$ cat config.mk
export PLATFORM = sky130hd
export DESIGN_NAME = multicycle_controller
export DESIGN_NICKNAME = d
export VERILOG_FILES = /design/src/rtl/multicycle_controller_pkg.sv /design/src/rtl/multicycle_controller_wait_timer.sv /design/src/rtl/multicycle_controller.sv
export SDC_FILE = /design/constraint.sdc
export NUM_CORES = 1
export LEC_CHECK = 0
export ABC_CLOCK_PERIOD_IN_PS = 2650
export BUFFER_PORTS_ARGS = -buffer_cell sky130_fd_sc_hd__buf_2
export CAP_MARGIN = 15
export CELL_PAD_IN_SITES_DETAIL_PLACEMENT = 1
export CELL_PAD_IN_SITES_GLOBAL_PLACEMENT = 1
export CORE_MARGIN = 1.5
export CORE_UTILIZATION = 40
export CTS_CLUSTER_SIZE = 40
export DETAILED_ROUTE_END_ITERATION = 8
export PLACE_DENSITY = 0.87
export SLEW_MARGIN = 20
export SYNTH_ARGS = -nofsm -noshare
export SYNTH_HDL_FRONTEND = slang
export SYNTH_SLANG_ARGS = --single-unit
$ cat constraint.sdc
create_clock -name clk -period 2.65 [get_ports clk]
set_input_delay 0.53 -clock clk [delete_from_list [all_inputs] [get_ports clk]]
set_output_delay 0.53 -clock clk [all_outputs]
set_load 0.01 [all_outputs]
$ cat src/rtl/multicycle_controller_pkg.sv
// Shared types and encodings for the RV32I multi-cycle control FSM.
// Opcode classification lives here so the FSM only ever reasons about classes.
package rv32_ctrl_pkg;

  typedef enum logic [2:0] {
    FETCH,
    DECODE,
    EXECUTE,
    MEMORY,
    WRITEBACK,
    TRAP
  } state_t;

  typedef enum logic [3:0] {
    CLS_R,
    CLS_I,
    CLS_LOAD,
    CLS_STORE,
    CLS_BRANCH,
    CLS_JAL,
    CLS_JALR,
    CLS_LUI,
    CLS_AUIPC,
    CLS_ILLEGAL
  } opclass_t;

  localparam logic [6:0] OPC_OP     = 7'b0110011;
  localparam logic [6:0] OPC_OPIMM  = 7'b0010011;
  localparam logic [6:0] OPC_LOAD   = 7'b0000011;
  localparam logic [6:0] OPC_STORE  = 7'b0100011;
  localparam logic [6:0] OPC_BRANCH = 7'b1100011;
  localparam logic [6:0] OPC_JAL    = 7'b1101111;
  localparam logic [6:0] OPC_JALR   = 7'b1100111;
  localparam logic [6:0] OPC_LUI    = 7'b0110111;
  localparam logic [6:0] OPC_AUIPC  = 7'b0010111;

  localparam logic [1:0] MTR_IMM = 2'd0;
  localparam logic [1:0] MTR_ALU = 2'd1;
  localparam logic [1:0] MTR_PC4 = 2'd2;
  localparam logic [1:0] MTR_MEM = 2'd3;

  localparam logic [1:0] TRAP_NONE    = 2'd0;
  localparam logic [1:0] TRAP_ILLEGAL = 2'd1;
  localparam logic [1:0] TRAP_IMEM    = 2'd2;
  localparam logic [1:0] TRAP_DMEM    = 2'd3;

  function automatic opclass_t classify(input logic [6:0] opc);
    opclass_t cls;
    case (opc)
      OPC_OP:     cls = CLS_R;
      OPC_OPIMM:  cls = CLS_I;
      OPC_LOAD:   cls = CLS_LOAD;
      OPC_STORE:  cls = CLS_STORE;
      OPC_BRANCH: cls = CLS_BRANCH;
      OPC_JAL:    cls = CLS_JAL;
      OPC_JALR:   cls = CLS_JALR;
      OPC_LUI:    cls = CLS_LUI;
      OPC_AUIPC:  cls = CLS_AUIPC;
      default:    cls = CLS_ILLEGAL;
    endcase
    return cls;
  endfunction

endpackage

$ cat src/rtl/multicycle_controller_wait_timer.sv
// Stall counter shared by the FETCH and MEMORY handshakes.
// expired fires on the stall cycle that brings the count up to MAX_WAIT.
module wait_timer #(
  parameter int MAX_WAIT = 16
) (
  input  logic clk,
  input  logic reset,
  input  logic clear,
  input  logic tick,
  output logic expired
);

  localparam int CW = $clog2(MAX_WAIT + 1);

  logic [CW-1:0] cnt_q, cnt_d;

  always_comb begin
    cnt_d = cnt_q;
    if (clear) begin
      cnt_d = '0;
    end else if (tick) begin
      cnt_d = cnt_q + CW'(1);
    end
  end

  always_ff @(posedge clk) begin
    if (reset) begin
      cnt_q <= '0;
    end else begin
      cnt_q <= cnt_d;
    end
  end

  assign expired = tick && (cnt_q == CW'(MAX_WAIT - 1));

endmodule

$ cat src/rtl/multicycle_controller.sv
// Multi-cycle FETCH/DECODE/EXECUTE/MEMORY/WRITEBACK sequencer for the RV32I datapath,
// with memory wait states, sticky traps and a retired-instruction counter.
module multicycle_controller
  import rv32_ctrl_pkg::*;
#(
  parameter int MAX_WAIT = 16,
  parameter int CNT_W    = 32
) (
  input  logic             clk,
  input  logic             reset,
  input  logic [6:0]       opcode,
  input  logic             branch_cond,
  input  logic             imem_ready,
  input  logic             dmem_ready,
  output logic             pc_write,
  output logic             ir_write,
  output logic             reg_write,
  output logic             mem_read,
  output logic             mem_write,
  output logic [1:0]       alu_src,
  output logic [1:0]       mem_to_reg,
  output logic             pc_src,
  output logic             trap,
  output logic [1:0]       trap_cause,
  output logic [CNT_W-1:0] instret
);

  state_t           state_q, state_d;
  logic [1:0]       cause_q, cause_d;
  logic [CNT_W-1:0] instret_q;
  opclass_t         cls;
  logic [1:0]       exec_src;
  logic             tick, clear, expired;

  assign cls   = classify(opcode);
  assign tick  = ((state_q == FETCH) && !imem_ready) || ((state_q == MEMORY) && !dmem_ready);
  assign clear = (state_d != state_q);

  wait_timer #(.MAX_WAIT(MAX_WAIT)) u_wait_timer (
    .clk     (clk),
    .reset   (reset),
    .clear   (clear),
    .tick    (tick),
    .expired (expired)
  );

  always_comb begin
    case (cls)
      CLS_I, CLS_LOAD, CLS_STORE, CLS_JALR: exec_src = 2'b10;
      CLS_BRANCH, CLS_JAL, CLS_AUIPC:       exec_src = 2'b11;
      default:                              exec_src = 2'b00;
    endcase
  end

  // Strobes are forced low while reset is high, whatever state is still registered.
  always_comb begin
    state_d    = state_q;
    cause_d    = cause_q;
    pc_write   = 1'b0;
    ir_write   = 1'b0;
    reg_write  = 1'b0;
    mem_read   = 1'b0;
    mem_write  = 1'b0;
    alu_src    = 2'b00;
    mem_to_reg = MTR_IMM;
    pc_src     = 1'b0;
    trap       = 1'b0;
    trap_cause = TRAP_NONE;
    if (!reset) begin
      case (state_q)
        FETCH: begin
          if (imem_ready) begin
            ir_write = 1'b1;
            state_d  = DECODE;
          end else if (expired) begin
            state_d = TRAP;
            cause_d = TRAP_IMEM;
          end
        end
        DECODE: begin
          if (cls == CLS_ILLEGAL) begin
            state_d = TRAP;
            cause_d = TRAP_ILLEGAL;
          end else begin
            state_d = EXECUTE;
          end
        end
        EXECUTE: begin
          alu_src = exec_src;
          case (cls)
            CLS_BRANCH: begin
              pc_write = 1'b1;
              pc_src   = branch_cond;
              state_d  = FETCH;
            end
            CLS_LOAD, CLS_STORE: state_d = MEMORY;
            default:             state_d = WRITEBACK;
          endcase
        end
        MEMORY: begin
          alu_src   = 2'b10;
          mem_read  = (cls == CLS_LOAD);
          mem_write = (cls == CLS_STORE);
          if (dmem_ready) begin
            if (cls == CLS_STORE) begin
              pc_write = 1'b1;
              state_d  = FETCH;
            end else begin
              state_d = WRITEBACK;
            end
          end else if (expired) begin
            state_d = TRAP;
            cause_d = TRAP_DMEM;
          end
        end
        WRITEBACK: begin
          reg_write = 1'b1;
          pc_write  = 1'b1;
          alu_src   = exec_src;
          pc_src    = (cls == CLS_JAL) || (cls == CLS_JALR);
          case (cls)
            CLS_LUI:            mem_to_reg = MTR_IMM;
            CLS_JAL, CLS_JALR:  mem_to_reg = MTR_PC4;
            CLS_LOAD:           mem_to_reg = MTR_MEM;
            default:            mem_to_reg = MTR_ALU;
          endcase
          state_d = FETCH;
        end
        TRAP: begin
          trap       = 1'b1;
          trap_cause = cause_q;
        end
        default: state_d = FETCH;
      endcase
    end
  end

  always_ff @(posedge clk) begin
    if (reset) begin
      state_q   <= FETCH;
      cause_q   <= TRAP_NONE;
      instret_q <= '0;
    end else begin
      state_q <= state_d;
      cause_q <= cause_d;
      if (pc_write) begin
        instret_q <= instret_q + CNT_W'(1);
      end
    end
  end

  assign instret = instret_q;

endmodule

# --- After elaboration in Yosys (flattened, before gate mapping) ---
# Index checks and enable logic that the tools add are counted.
totals:
  ff_bits: 42
  output_inout_bits: 45
  wordCells: 94
classes:
  n_eq_ne: 30
  add_sub_neg: 2
  n_reduce_logical: 16
  n_mux: 42
op_table:
  columns: ["cell", "count"]
  rows:
  - ["$pmux W4 S9", 1]
  - ["$add A32 B1 Y32 const B", 1]
  - ["$eq A7 B6 Y1 const B", 3]
  - ["$eq A7 B7 Y1 const B", 3]
  - ["$mux W2", 10]
  - ["$mux W3", 6]
  - ["$mux W1", 17]
  - ["$eq A4 B3 Y1 const B", 4]
  - ["$pmux W3 S5", 1]
  - ["$eq A7 B5 Y1 const B", 2]
  - ["$pmux W2 S3", 2]
  - ["$ne A2 B2 Y1 const B", 5]
  - ["$eq A4 B2 Y1 const B", 2]
  - ["$eq A4 B4 Y1 const B", 2]
  - ["$pmux W2 S2", 2]
  - ["$reduce_or A2 Y1", 4]
  - ["$eq A7 B2 Y1 const B", 1]
  - ["$eq A3 B2 Y1 const B", 2]
  - ["$eq A3 B3 Y1 const B", 2]
  - ["$pmux W3 S2", 1]
  - ["$reduce_and A6 Y1", 1]
  - ["$add A5 B1 Y5 const B", 1]
  - ["$eq A5 B4 Y1 const B", 1]
  - ["$eq A4 B1 Y1 const B", 1]
  - ["other kinds (11)", 15]

# --- Depth between registers and ports, before layout ---
# Gate-level depths: netlist of the first run.
depth:
  depth_word: 10
  mapped_depth: 8

# --- By module ---
# From an unflattened synthesis of the first run, not the netlist that was laid out.
unflattened:
  hier_cells: 309
  hier_area_um2: 2514.9
modules_own_cells:
  columns: ["mod", "area_per_inst_um2", "n_inst", "cells_each"]
  rows:
  - ["multicycle_controller", 2234.6, 1, 285]
  - ["wait_timer", 280.3, 1, 24]

# --- Least setup slack after synthesis of the first run ---
# No wires, ideal clock.
synth_path:
  path_type: "input to output"
  from: "input port opcode[4]"
  to: "output port pc_write"
  setup_slack_ns: 0.429
  arrival_time_ns: 1.691
  n_path_buf: 2
  required_ns: 2.120
  path_stages: 6
  path_cell_list: "buf_2 and3b_1 and4bb_1 a211oi_2 buf_2 nor2_1"
synth_between:
  elab_chain_len: 7
  elab_cells_between_ends: 17
synth_rtl:
  columns: ["item", "line_no", "rtl"]
  rows:
  - ["from (decl)", "multicycle_controller.sv:11", "input logic [6:0] opcode,"]
  - ["$eq A7 B5 Y1, or another cell as far along", "multicycle_controller_pkg.sv:49", "case (opc)"]
  - ["$pmux W4 S9 (*)", "multicycle_controller_pkg.sv:49", null]
  - ["$eq A4 B2 Y1", "multicycle_controller.sv:105", "if (cls == CLS_STORE) begin"]
  - ["$mux W1", "multicycle_controller.sv:105", null]
  - ["$mux W1", "multicycle_controller.sv:104", "if (dmem_ready) begin"]
  - ["$pmux W1 S3 (*)", "multicycle_controller.sv:70", "case (state_q)"]
  - ["$mux W1 (*)", "multicycle_controller.sv:69", "if (!reset) begin"]
  - ["to (decl)", "multicycle_controller.sv:15", "output logic pc_write,"]
# Every way passes the cells marked *; elsewhere a longest branch is shown, timed or not.

# --- Worst setup path in the final report of the first run ---
layout_path:
  from: "register state_q[2]"
  to: "output port pc_write"
layout_between:
  elab_chain_len: 3
  elab_cells_between_ends: 5
layout_rtl:
  columns: ["item", "line_no", "rtl"]
  rows:
  - ["from (decl)", "multicycle_controller.sv:28", "state_t state_q, state_d;"]
  - ["from (signal assigned)", "multicycle_controller.sv:144", "state_q <= state_d;"]
  - ["$eq A3 B3 Y1 / $eq A3 B2 Y1 (equally long branches)", "multicycle_controller.sv:70", null]
  - ["$pmux W1 S3 (*)", "multicycle_controller.sv:70", null]
  - ["$mux W1 (*)", "multicycle_controller.sv:69", null]
# Marks and branches as above.

==> flow_summary_export.csv, run 1 <==
group,metric,value,unit
grt,grt_max_degree,62,
floorplan,die_width,83.80,um
sta,final_min_period_over_clock_period,91.07,%
synth,synth.net_count,339,
layout,layout-area-overhead-vs-synth,17.73,%
setup_path,critical_path_class,"flip-flop to output port",
power_and_ir_drop,pwr_density_cell,424.9,nW/um^2
grt,gr-usage-all-layers,21.84,%
setup_path,timing.critical_path.to_type,"output port",
layout,fillerInstances,808,
run,max_cap_viols,0,
power_and_ir_drop,cell_internal_pwr,969.0,uW
synth,synth_area_per_cell,8.059,sq um
setup_path,worst_ep_required_time,2.12,ns
synth,postSynthRegisterBits,42,
grt,antenna_violations_before_repair,0,
drt,route.vias.total,2792,
clock_tree,cts.sinks,42,
power_and_ir_drop,power.leakage,0.001160,uW
setup_path,critical_path.reg2reg.endpoint,"instret[27]$_SDFFE_PP0P_",
clock_tree,cts_made_buffers,5,
clock_tree,insertion_delay,0.30,ns
power_and_ir_drop,combinationalPowerShare,11.3,%
synth,synth_top_flop_cell,"sky130_fd_sc_hd__dfxtp_1",
clock_tree,cts.repair.resized,0,
drt,drt-total-wl,7537,um
power_and_ir_drop,power,1306,uW
synth,syn_inst,324,
grt,gr_layer_usage_met3,3.165,%
grt,met1_usage,27.77,%
clock_tree,cts_hold_buffers,0,
setup_path,start_kind,"flip-flop",
drt,drt_pre_antenna_iters,4,
setup_path,worstPathMaxFanout,12,
sta,unrepaired_setup_endpoints_after_global_routing,"no",
layout,antenna_cells_inserted,0,
sta,hold-worst-slack,0.4842,ns
sta,slew_viol_final,0,
floorplan,initial_utilization,41.36,%
power_and_ir_drop,vdd_drop_max,0.2571,mV
grt,gr-usage-met2,38.86,%
placement,io_buffers,56,
layout,layout.cells.non_filler,453,
power_and_ir_drop,clock_power_share,39.6,%
power_and_ir_drop,switchingPower,337.4,uW
drt,drt.antenna.violating_nets,0,
synth,synth-edff-count,0,
drt,wl_per_cell,16.64,um
sta,post_route_skew,0.009647,ns
layout,design.final.nets,390,
sta,slew-limit-headroom,59.34,%
layout,final_layout_size_suffix_gt1_share,22.34,%
synth,synth_seq_area_share,32.20,%
setup_path,startpoint,"state_q[2]$_SDFF_PP0_",
floorplan,floorplan.die_area,7022,sq um
sta,finalHoldViolCount,0,
layout,register_area,840.8,sq um
setup_path,reg2reg_depth,5,
hold_path,min_path_type,"flip-flop to flip-flop",
drt,vias_per_cell,6.163,
placement,routabilityCongestion,0.8586,
setup_path,setup.reg_to_reg.worst_slack,0.34,ns
clock_tree,cts_root_buf,"sky130_fd_sc_hd__clkbuf_8",
drt,detailedRoute.firstIterationViolations,157,
power_and_ir_drop,seq_power_share,49.1,%
clock_tree,cts_max_level,2,
synth,synthesis.area,2611,sq um
floorplan,placementRows,29,
placement,final_hpwl_dp,5400,um
sta,totalNegativeSetupSlack,0,ns
synth,yosys_warnings,0,
grt,grt_most_used_layer,"met2",
floorplan,design.core.area,6314,sq um
power_and_ir_drop,power_switching_share,25.83,%
outcome,run_status,"complete, no violations",
grt,wire_length_of_the_first_global_routing_pass,13000,um
drt,route.detailed.drc,0,
synth,yosys.cell_types.count,57,
setup_path,cp-endpoint,"pc_write",
floorplan,die_h,83.80,um
clock_tree,tritoncts,"done",
setup_path,timing.rr.start,"instret[3]$_SDFFE_PP0P_",
synth,synthArstFlopShare,0,%
grt,grt_overflow_total,0,
sta,setup_violations,0,
sta,achievable-frequency,0.4144,GHz
clock_tree,clkTransAtPathRegs,0.09,ns
layout,final_core_util,48.69,%
placement,numPlacedInstances,445,
clock_tree,ctsLongestPathBuffers,2,
grt,first_global_vias,2781,
sta,tightest_pin_transition,0.6044,ns
layout,multi_input_comb_area,1622,sq um
sta,min_period,2.413,ns
floorplan,ioPinCount,57,
clock_tree,cts.repair_timing.setup_buffer_count,0,
setup_path,critical_path_arrival,1.88,ns
flip-flops by register name (all words and copies together), names as in the netlist:
| name | cells |
|---|---|
| u_wait_timer.cnt_q | 5 |
| state_q | 3 |
| instret | 32 |
| cause_q | 2 |
critical path, cell delays in order, from the launching register on:
cell and delay (ns):
sky130_fd_sc_hd__dfxtp_1 0.36, sky130_fd_sc_hd__buf_4 0.20, sky130_fd_sc_hd__and3b_1 0.21, sky130_fd_sc_hd__and3_1 0.21, sky130_fd_sc_hd__a211oi_4 0.31, sky130_fd_sc_hd__nor2_1 0.12, sky130_fd_sc_hd__buf_2 0.16
cells in the mapped netlist, drive strengths merged, types with 10 or more instances:
library cell	n	area (sq um)
nand4	10	83.83
nor3	11	60.06
a21oi	36	180.2
o31ai	27	202.7
clkbuf	11	42.54
nand2	16	62.56
inv	12	45.04
nand3	13	70.07
buf	10	68.81
or4	26	195.2
dfxtp	42	840.8
nor2	21	78.83
o21ai	17	96.35
cells in the final DEF, fill, tap and decap left out, drive strengths merged, types with 11 or more instances in the layout:
cell type  count
dfxtp         42
nor2          21
nand3         13
or4           26
o21ai         17
nor3          11
a21oi         36
inv           12
nand2         16
buf           65
o31ai         27
per-layer routing:
metal,share of wire (%),routed length (um),vias to the layer above
met5,0,0,-
met4,1.1,83,0
met3,3.0,224,7
met2,49,3696,58
met1,47,3532,1382
li1,-,-,1345
how the worst min path moves through the flow:
stage	startpoint	cells past startpoint	slack (ns)	endpoint
after global placement	cause_q[1]$_SDFFE_PP0P_	2	0.46	cause_q[1]$_SDFFE_PP0P_
after global routing	instret[26]$_SDFFE_PP0P_	2	0.53	instret[26]$_SDFFE_PP0P_
after CTS	cause_q[1]$_SDFFE_PP0P_	2	0.49	cause_q[1]$_SDFFE_PP0P_
after detailed placement	cause_q[1]$_SDFFE_PP0P_	2	0.47	cause_q[1]$_SDFFE_PP0P_
final	cause_q[1]$_SDFFE_PP0P_	2	0.48	cause_q[1]$_SDFFE_PP0P_
after floorplan	cause_q[1]$_SDFFE_PP0P_	2	0.44	cause_q[1]$_SDFFE_PP0P_
cell families (layout without fill, tap and decap cells):
| logic type | count (synthesis) | after routing | synth area share, % |
|---|---|---|---|
| AND/OR/NAND/NOR | 142 | 142 | 34.16 |
| buffers and inverters | 33 | 85 | 5.989 |
| multiplexers | 3 | 3 | 1.198 |
| AO/OA/AOI/OAI | 97 | 97 | 23.67 |
| adder cells (fa/ha/maj) | 3 | 3 | 1.438 |
| XOR/XNOR | 4 | 4 | 1.342 |
| flip-flops | 42 | 42 | 32.20 |
power groups by stage:
| stage | clock network (uW) | logic [uW] | registers (uW) |
|---|---|---|---|
| final | 518 | 147 | 641 |
| after global placement | 0 | 141 | 656 |
| after CTS | 528 | 147 | 641 |
| after global routing | 548 | 162 | 642 |
| after floorplan | 0 | 92.7 | 657 |
| after detailed placement | 0 | 146 | 656 |
area by class of cell:
| cell class | instances | area share (%) |
|---|---|---|
| inverters | 12 | 1.465 |
| clock buffers | 6 | 2.361 |
| repair buffers | 65 | 11.72 |
| well taps | 77 | 3.134 |
| multi-input cells | 249 | 52.75 |
| clock inverters | 2 | 1.221 |
| flip-flops and latches | 42 | 27.35 |
per-stage QoR:
step                instance area (sq um)  setup slack, ns
finish                               3074           0.2367
CTS                                  3074           0.2296
global route                         3074           0.1385
global placement                     2964           0.3089
floorplan                            2611           0.4291
detailed placement                   2964           0.2417
(Power assumes the default switching activity.)
==> inputs of run 2 (changes only) <==
Settings changed: PLACE_DENSITY 0.87 to default, PLACE_DENSITY_LB_ADDON from default to 0.1.
==> flow_summary_export.csv, run 2 (same netlist as run 1, synthesis figures left out) <==
group,metric,value,unit
layout,final_cell_area,3069,sq um
layout,layout.cells.non_filler,451,
hold_path,worst_hold_path.num_cells,2,
sta,slew_viol_final,0,
clock_tree,cts_max_level,2,
sta,totalNegativeSetupSlack,0,ns
setup_path,start_kind,"flip-flop",
power_and_ir_drop,vdd_drop_max,0.2340,mV
grt,antenna_violations_before_repair,0,
clock_tree,cts_hold_buffers,0,
placement,placement.cell_area,2957,sq um
grt,grt_overflow_total,0,
power_and_ir_drop,power,1313,uW
sta,unrepaired_setup_endpoints_after_global_routing,"no",
layout,flip_flop_count_of_the_largest_register_all_copies_and_words_added,32,
drt,drt.antenna.violating_nets,0,
setup_path,worstPathMaxFanout,16,
floorplan,die_h,83.80,um
layout,design.final.nets,389,
clock_tree,clkTransAtPathRegs,0.08,ns
grt,first_global_vias,2570,
clock_tree,tritoncts,"done",
setup_path,critical_path_class,"flip-flop to output port",
layout,layout-area-overhead-vs-synth,17.54,%
setup_path,critical_path_arrival,1.96,ns
layout,final_layout_size_suffix_gt1_share,22.19,%
clock_tree,ctsLongestPathBuffers,2,
sta,min_period,2.488,ns
floorplan,initial_utilization,41.36,%
setup_path,setup.reg_to_reg.worst_slack,0.32,ns
layout,most-common-layout-cells,"sky130_fd_sc_hd__buf_2 (56), sky130_fd_sc_hd__dfxtp_1 (42), sky130_fd_sc_hd__a21oi_1 (36)",
placement,numPlacedInstances,444,
layout,fillerInstances,814,
run,max_cap_viols,0,
drt,detailedRoute.firstIterationViolations,93,
power_and_ir_drop,power.leakage,0.001160,uW
floorplan,die_width,83.80,um
drt,drt_pre_antenna_iters,4,
floorplan,placementRows,29,
grt,wire_length_of_the_first_global_routing_pass,12350,um
layout,mostFrequentLayoutCell,"sky130_fd_sc_hd__buf_2",
clock_tree,cts_made_buffers,5,
floorplan,floorplan.die_area,7022,sq um
drt,wl_per_cell,15.75,um
sta,post_route_skew,0.009069,ns
setup_path,worst_ep_required_time,2.12,ns
hold_path,whs_endpoint,"cause_q[1]$_SDFFE_PP0P_",
clock_tree,cts.repair.resized,0,
sta,achievable-frequency,0.4019,GHz
sta,slew-limit-headroom,63.76,%
sta,finalHoldViolCount,0,
setup_path,cpMostUsedCell,"sky130_fd_sc_hd__nor2_1",
setup_path,timing.critical_path.to_type,"output port",
hold_path,startpoint_of_the_most_critical_hold_path,"cause_q[1]$_SDFFE_PP0P_",
setup_path,critical-path-slowest-cell,"sky130_fd_sc_hd__or4b_4",
placement,routabilityCongestion,0.8180,
power_and_ir_drop,pwr_density_cell,427.9,nW/um^2
floorplan,ioPinCount,57,
outcome,run_status,"complete, no violations",
sta,final_min_period_over_clock_period,93.90,%
floorplan,design.core.area,6314,sq um
clock_tree,cts.repair_timing.setup_buffer_count,0,
setup_path,cp_cell_sequence,"or4b_4, inv_1, nor2_1, nor2_1, buf_2",
clock_tree,cts_root_buf,"sky130_fd_sc_hd__clkbuf_8",
layout,antenna_cells_inserted,0,
sta,tightest_pin_transition,0.5386,ns
placement,final_hpwl_dp,5153,um
placement,io_buffers,56,
drt,route.detailed.drc,0,
drt,vias_per_cell,5.931,
clock_tree,insertion_delay,0.30,ns
setup_path,critical_path.reg2reg.endpoint,"instret[27]$_SDFFE_PP0P_",
drt,drt-total-wl,7105,um
hold_path,min_path_type,"flip-flop to flip-flop",
drt,route.vias.total,2675,
sta,setup_violations,0,
grt,gr-usage-all-layers,20.89,%
setup_path,reg2reg_depth,5,
grt,grt_max_degree,62,
setup_path,crit_path_max_incr_delay,0.63,ns
setup_path,timing.rr.start,"state_q[1]$_SDFF_PP0_",
clock_tree,cts.sinks,42,
[run 2: layout make-up]
| cell class | instances | area (sq um) | share of cell area, % |
|---|---|---|---|
| Clock buffer | 6 | 82.58 | 2.691 |
| Clock inverter | 1 | 30.03 | 0.9784 |
| Inverter | 12 | 45.04 | 1.468 |
| Multi-Input combinational cell | 249 | 1622 | 52.83 |
| Sequential cell | 42 | 840.8 | 27.40 |
| Tap cell | 77 | 96.34 | 3.139 |
| Timing Repair Buffer | 64 | 352.8 | 11.50 |
[run 2: through the flow]
step           hold WS (ns)  worst slack [ns]  util [%]
4_1_cts              0.4904            0.1552     48.61
3_5_place_dp         0.4751            0.2669     46.83
5_1_grt              0.5103           0.04163     48.61
3_3_place_gp         0.4767            0.3202     46.83
2_1_floorplan        0.4437            0.4291         -
6_report             0.4867            0.1616     48.61
[run 2: how the worst max path moves through the flow]
stage / to / from / cells after the start / slack (ns)
global route: pc_write / state_q[1]$_SDFF_PP0_ / 5 / 0.04
floorplan: pc_write / opcode[4] / 6 / 0.43
finish: pc_write / state_q[1]$_SDFF_PP0_ / 5 / 0.16
CTS: pc_write / state_q[1]$_SDFF_PP0_ / 5 / 0.16
global placement: instret[21]$_SDFFE_PP0P_ / opcode[2] / 7 / 0.32
detailed placement: instret[27]$_SDFFE_PP0P_ / reset / 6 / 0.27
[run 2: worst max-delay path: cells and delay by family, from the launching register on]
family | cells | cell delay, ns
flops | 1 | 0.49
buf+inv | 2 | 0.27
simple gates | 3 | 0.90
[run 2: layer usage]
| layer | up-vias | share of wire (%) | global-route usage (%) |
|---|---|---|---|
| li1 | 1336 | - | - |
| met1 | 1290 | 47 | 26.53 |
| met2 | 40 | 50 | 37.61 |
| met3 | 9 | 2.7 | 2.967 |
| met4 | 0 | 0.86 | 4.322 |
| met5 | - | 0 | 0 |
[run 2: where the power goes]
part	leakage, uW	internal, uW	switching, uW
Sequential	0.000339	637	6.46
Combinational	0.000764	50.2	91.3
Clock	0.0000573	302	226
==> inputs of run 3 (changes only) <==
==> constraint.sdc (replaced) <==
create_clock -name clk -period 2.65 [get_ports clk]
set_input_delay 0.1325 -clock clk [delete_from_list [all_inputs] [get_ports clk]]
set_output_delay 0.1325 -clock clk [all_outputs]
set_load 0.01 [all_outputs]
==> flow_summary_export.csv, run 3 (same netlist as run 1, synthesis figures left out) <==
group,metric,value,unit
placement,numPlacedInstances,441,
power_and_ir_drop,vdd_drop_max,0.1726,mV
drt,detailedRoute.firstIterationViolations,97,
drt,wl_per_cell,15.92,um
clock_tree,clkTransAtPathRegs,0.09,ns
placement,routabilityCongestion,0.8354,
clock_tree,cts_max_level,2,
power_and_ir_drop,combinationalPowerShare,11.4,%
setup_path,critical_path_class,"flip-flop to flip-flop",
power_and_ir_drop,seq_power_share,52.2,%
layout,design.final.nets,386,
power_and_ir_drop,clock_power_share,36.4,%
layout,mostFrequentLayoutCell,"sky130_fd_sc_hd__buf_2",
clock_tree,cts_hold_buffers,0,
sta,tightest_pin_transition,0.6172,ns
grt,grt_max_degree,63,
clock_tree,cts_made_buffers,5,
sta,hold-worst-slack,0.2943,ns
layout,final_layout_size_suffix_gt1_share,21.77,%
power_and_ir_drop,pwr_density_cell,406.2,nW/um^2
outcome,run_status,"complete, no violations",
grt,gr-usage-all-layers,20.72,%
floorplan,ioPinCount,57,
drt,vias_per_cell,6.029,
clock_tree,cts_root_buf,"sky130_fd_sc_hd__clkbuf_8",
clock_tree,ctsLongestPathBuffers,2,
placement,final_hpwl_dp,5066,um
setup_path,setup.reg_to_reg.worst_slack,0.30,ns
sta,min_period,2.352,ns
run,max_cap_viols,0,
clock_tree,cts.repair.resized,0,
hold_path,min_path_type,"input pin to flip-flop",
hold_path,whs_endpoint,"cause_q[0]$_SDFFE_PP0P_",
floorplan,initial_utilization,41.36,%
setup_path,timing.rr.start,"state_q[1]$_SDFF_PP0_",
drt,drt.antenna.violating_nets,0,
drt,drt-total-wl,7146,um
drt,route.vias.total,2707,
sta,slew_viol_final,0,
clock_tree,cts.repair_timing.setup_buffer_count,0,
power_and_ir_drop,cell_internal_pwr,894.4,uW
hold_path,startpoint_of_the_most_critical_hold_path,"imem_ready",
setup_path,worstPathMaxFanout,16,
layout,fillerInstances,813,
setup_path,critical_path_arrival,2.58,ns
floorplan,design.core.area,6314,sq um
floorplan,placementRows,29,
clock_tree,tritoncts,"done",
power_and_ir_drop,power_switching_share,27.31,%
setup_path,timing.critical_path.to_type,"flip-flop",
floorplan,die_h,83.80,um
setup_path,reg2reg_depth,5,
layout,final_cell_area,3029,sq um
grt,grt_overflow_total,0,
setup_path,critical_path.reg2reg.endpoint,"instret[8]$_SDFFE_PP0P_",
sta,achievable-frequency,0.4251,GHz
sta,final_min_period_over_clock_period,88.77,%
sta,post_route_skew,0.003869,ns
grt,first_global_vias,2567,
sta,setup_violations,0,
layout,layout-area-overhead-vs-synth,16.00,%
drt,drt_pre_antenna_iters,4,
setup_path,worst_ep_required_time,2.88,ns
setup_path,start_kind,"flip-flop",
layout,most-common-layout-cells,"sky130_fd_sc_hd__buf_2 (56), sky130_fd_sc_hd__dfxtp_1 (42), sky130_fd_sc_hd__a21oi_1 (36)",
layout,antenna_cells_inserted,0,
setup_path,critical-path-slowest-cell,"sky130_fd_sc_hd__or4b_4",
grt,wire_length_of_the_first_global_routing_pass,12240,um
grt,antenna_violations_before_repair,0,
clock_tree,cts.sinks,42,
power_and_ir_drop,switchingPower,336.1,uW
placement,io_buffers,56,
sta,totalNegativeSetupSlack,0,ns
layout,flip_flop_count_of_the_largest_register_all_copies_and_words_added,32,
power_and_ir_drop,power.leakage,0.001136,uW
floorplan,die_width,83.80,um
layout,layout.cells.non_filler,449,
hold_path,worst_hold_path.num_cells,3,
setup_path,cp_cell_sequence,"or4b_4, o21ai_4, nand3_1, or4b_1, a21oi_1",
sta,unrepaired_setup_endpoints_after_global_routing,"no",
placement,placement.cell_area,2934,sq um
drt,route.detailed.drc,0,
sta,finalHoldViolCount,0,
setup_path,crit_path_max_incr_delay,0.62,ns
floorplan,floorplan.die_area,7022,sq um
sta,slew-limit-headroom,58.42,%
clock_tree,insertion_delay,0.30,ns
==> run 3: critical path, delay by kind of cell (launching register included) <==
| family | cells | cell delay, ns |
|---|---|---|
| flip-flops | 1 | 0.46 |
| AO/OA/AOI/OAI | 2 | 0.26 |
| AND/OR/NAND/NOR | 3 | 1.56 |
==> run 3: power by group through the flow <==
| stage | combinational (uW) | sequential, uW | clock [uW] |
|---|---|---|---|
| 3_3_place_gp | 138 | 658 | 0 |
| 2_1_floorplan | 92.7 | 657 | 0 |
| 6_report | 140 | 643 | 448 |
| 3_5_place_dp | 140 | 658 | 0 |
| 4_1_cts | 140 | 643 | 460 |
| 5_1_grt | 156 | 644 | 484 |
==> run 3: cell type report <==
type                    instances  area (sq um)  share of cell area [%]
well taps                      77         96.34                   3.180
multi-input cells             249          1622                   53.53
clock buffers                   6         82.58                   2.726
flip-flops and latches         42         840.8                   27.76
inverters                      12         45.04                   1.487
repair buffers                 61         330.3                   10.90
clock inverters                 2         12.51                  0.4131
==> run 3: through the flow <==
stage	util [%]	worst slack, ns	total power, uW
after global placement	46.47	0.4104	795.5
after CTS	47.98	0.3292	1243
after global routing	47.98	0.1631	1284
after detailed placement	46.47	0.3762	797.8
after floorplan	-	0.7015	749.3
final	47.98	0.2975	1231
==> run 3: how the worst max path moves through the flow <==
stage / startpoint / to / slack [ns] / depth (start not counted)
2_1_floorplan: instret[4]$_SDFFE_PP0P_ / instret[19]$_SDFFE_PP0P_ / 0.70 / 6
3_3_place_gp: state_q[1]$_SDFF_PP0_ / instret[8]$_SDFFE_PP0P_ / 0.41 / 5
3_5_place_dp: state_q[1]$_SDFF_PP0_ / instret[8]$_SDFFE_PP0P_ / 0.38 / 5
4_1_cts: state_q[1]$_SDFF_PP0_ / instret[8]$_SDFFE_PP0P_ / 0.33 / 5
5_1_grt: state_q[1]$_SDFF_PP0_ / instret[8]$_SDFFE_PP0P_ / 0.16 / 5
6_report: state_q[1]$_SDFF_PP0_ / instret[8]$_SDFFE_PP0P_ / 0.30 / 5
==> run 3: metal layers <==
layer,wire [um],vias up,GRT usage (%)
met4,63,0,4.471
met5,0,-,0
met3,232,7,3.165
met1,3314,1311,26.76
met2,3535,46,36.51
li1,-,1343,-
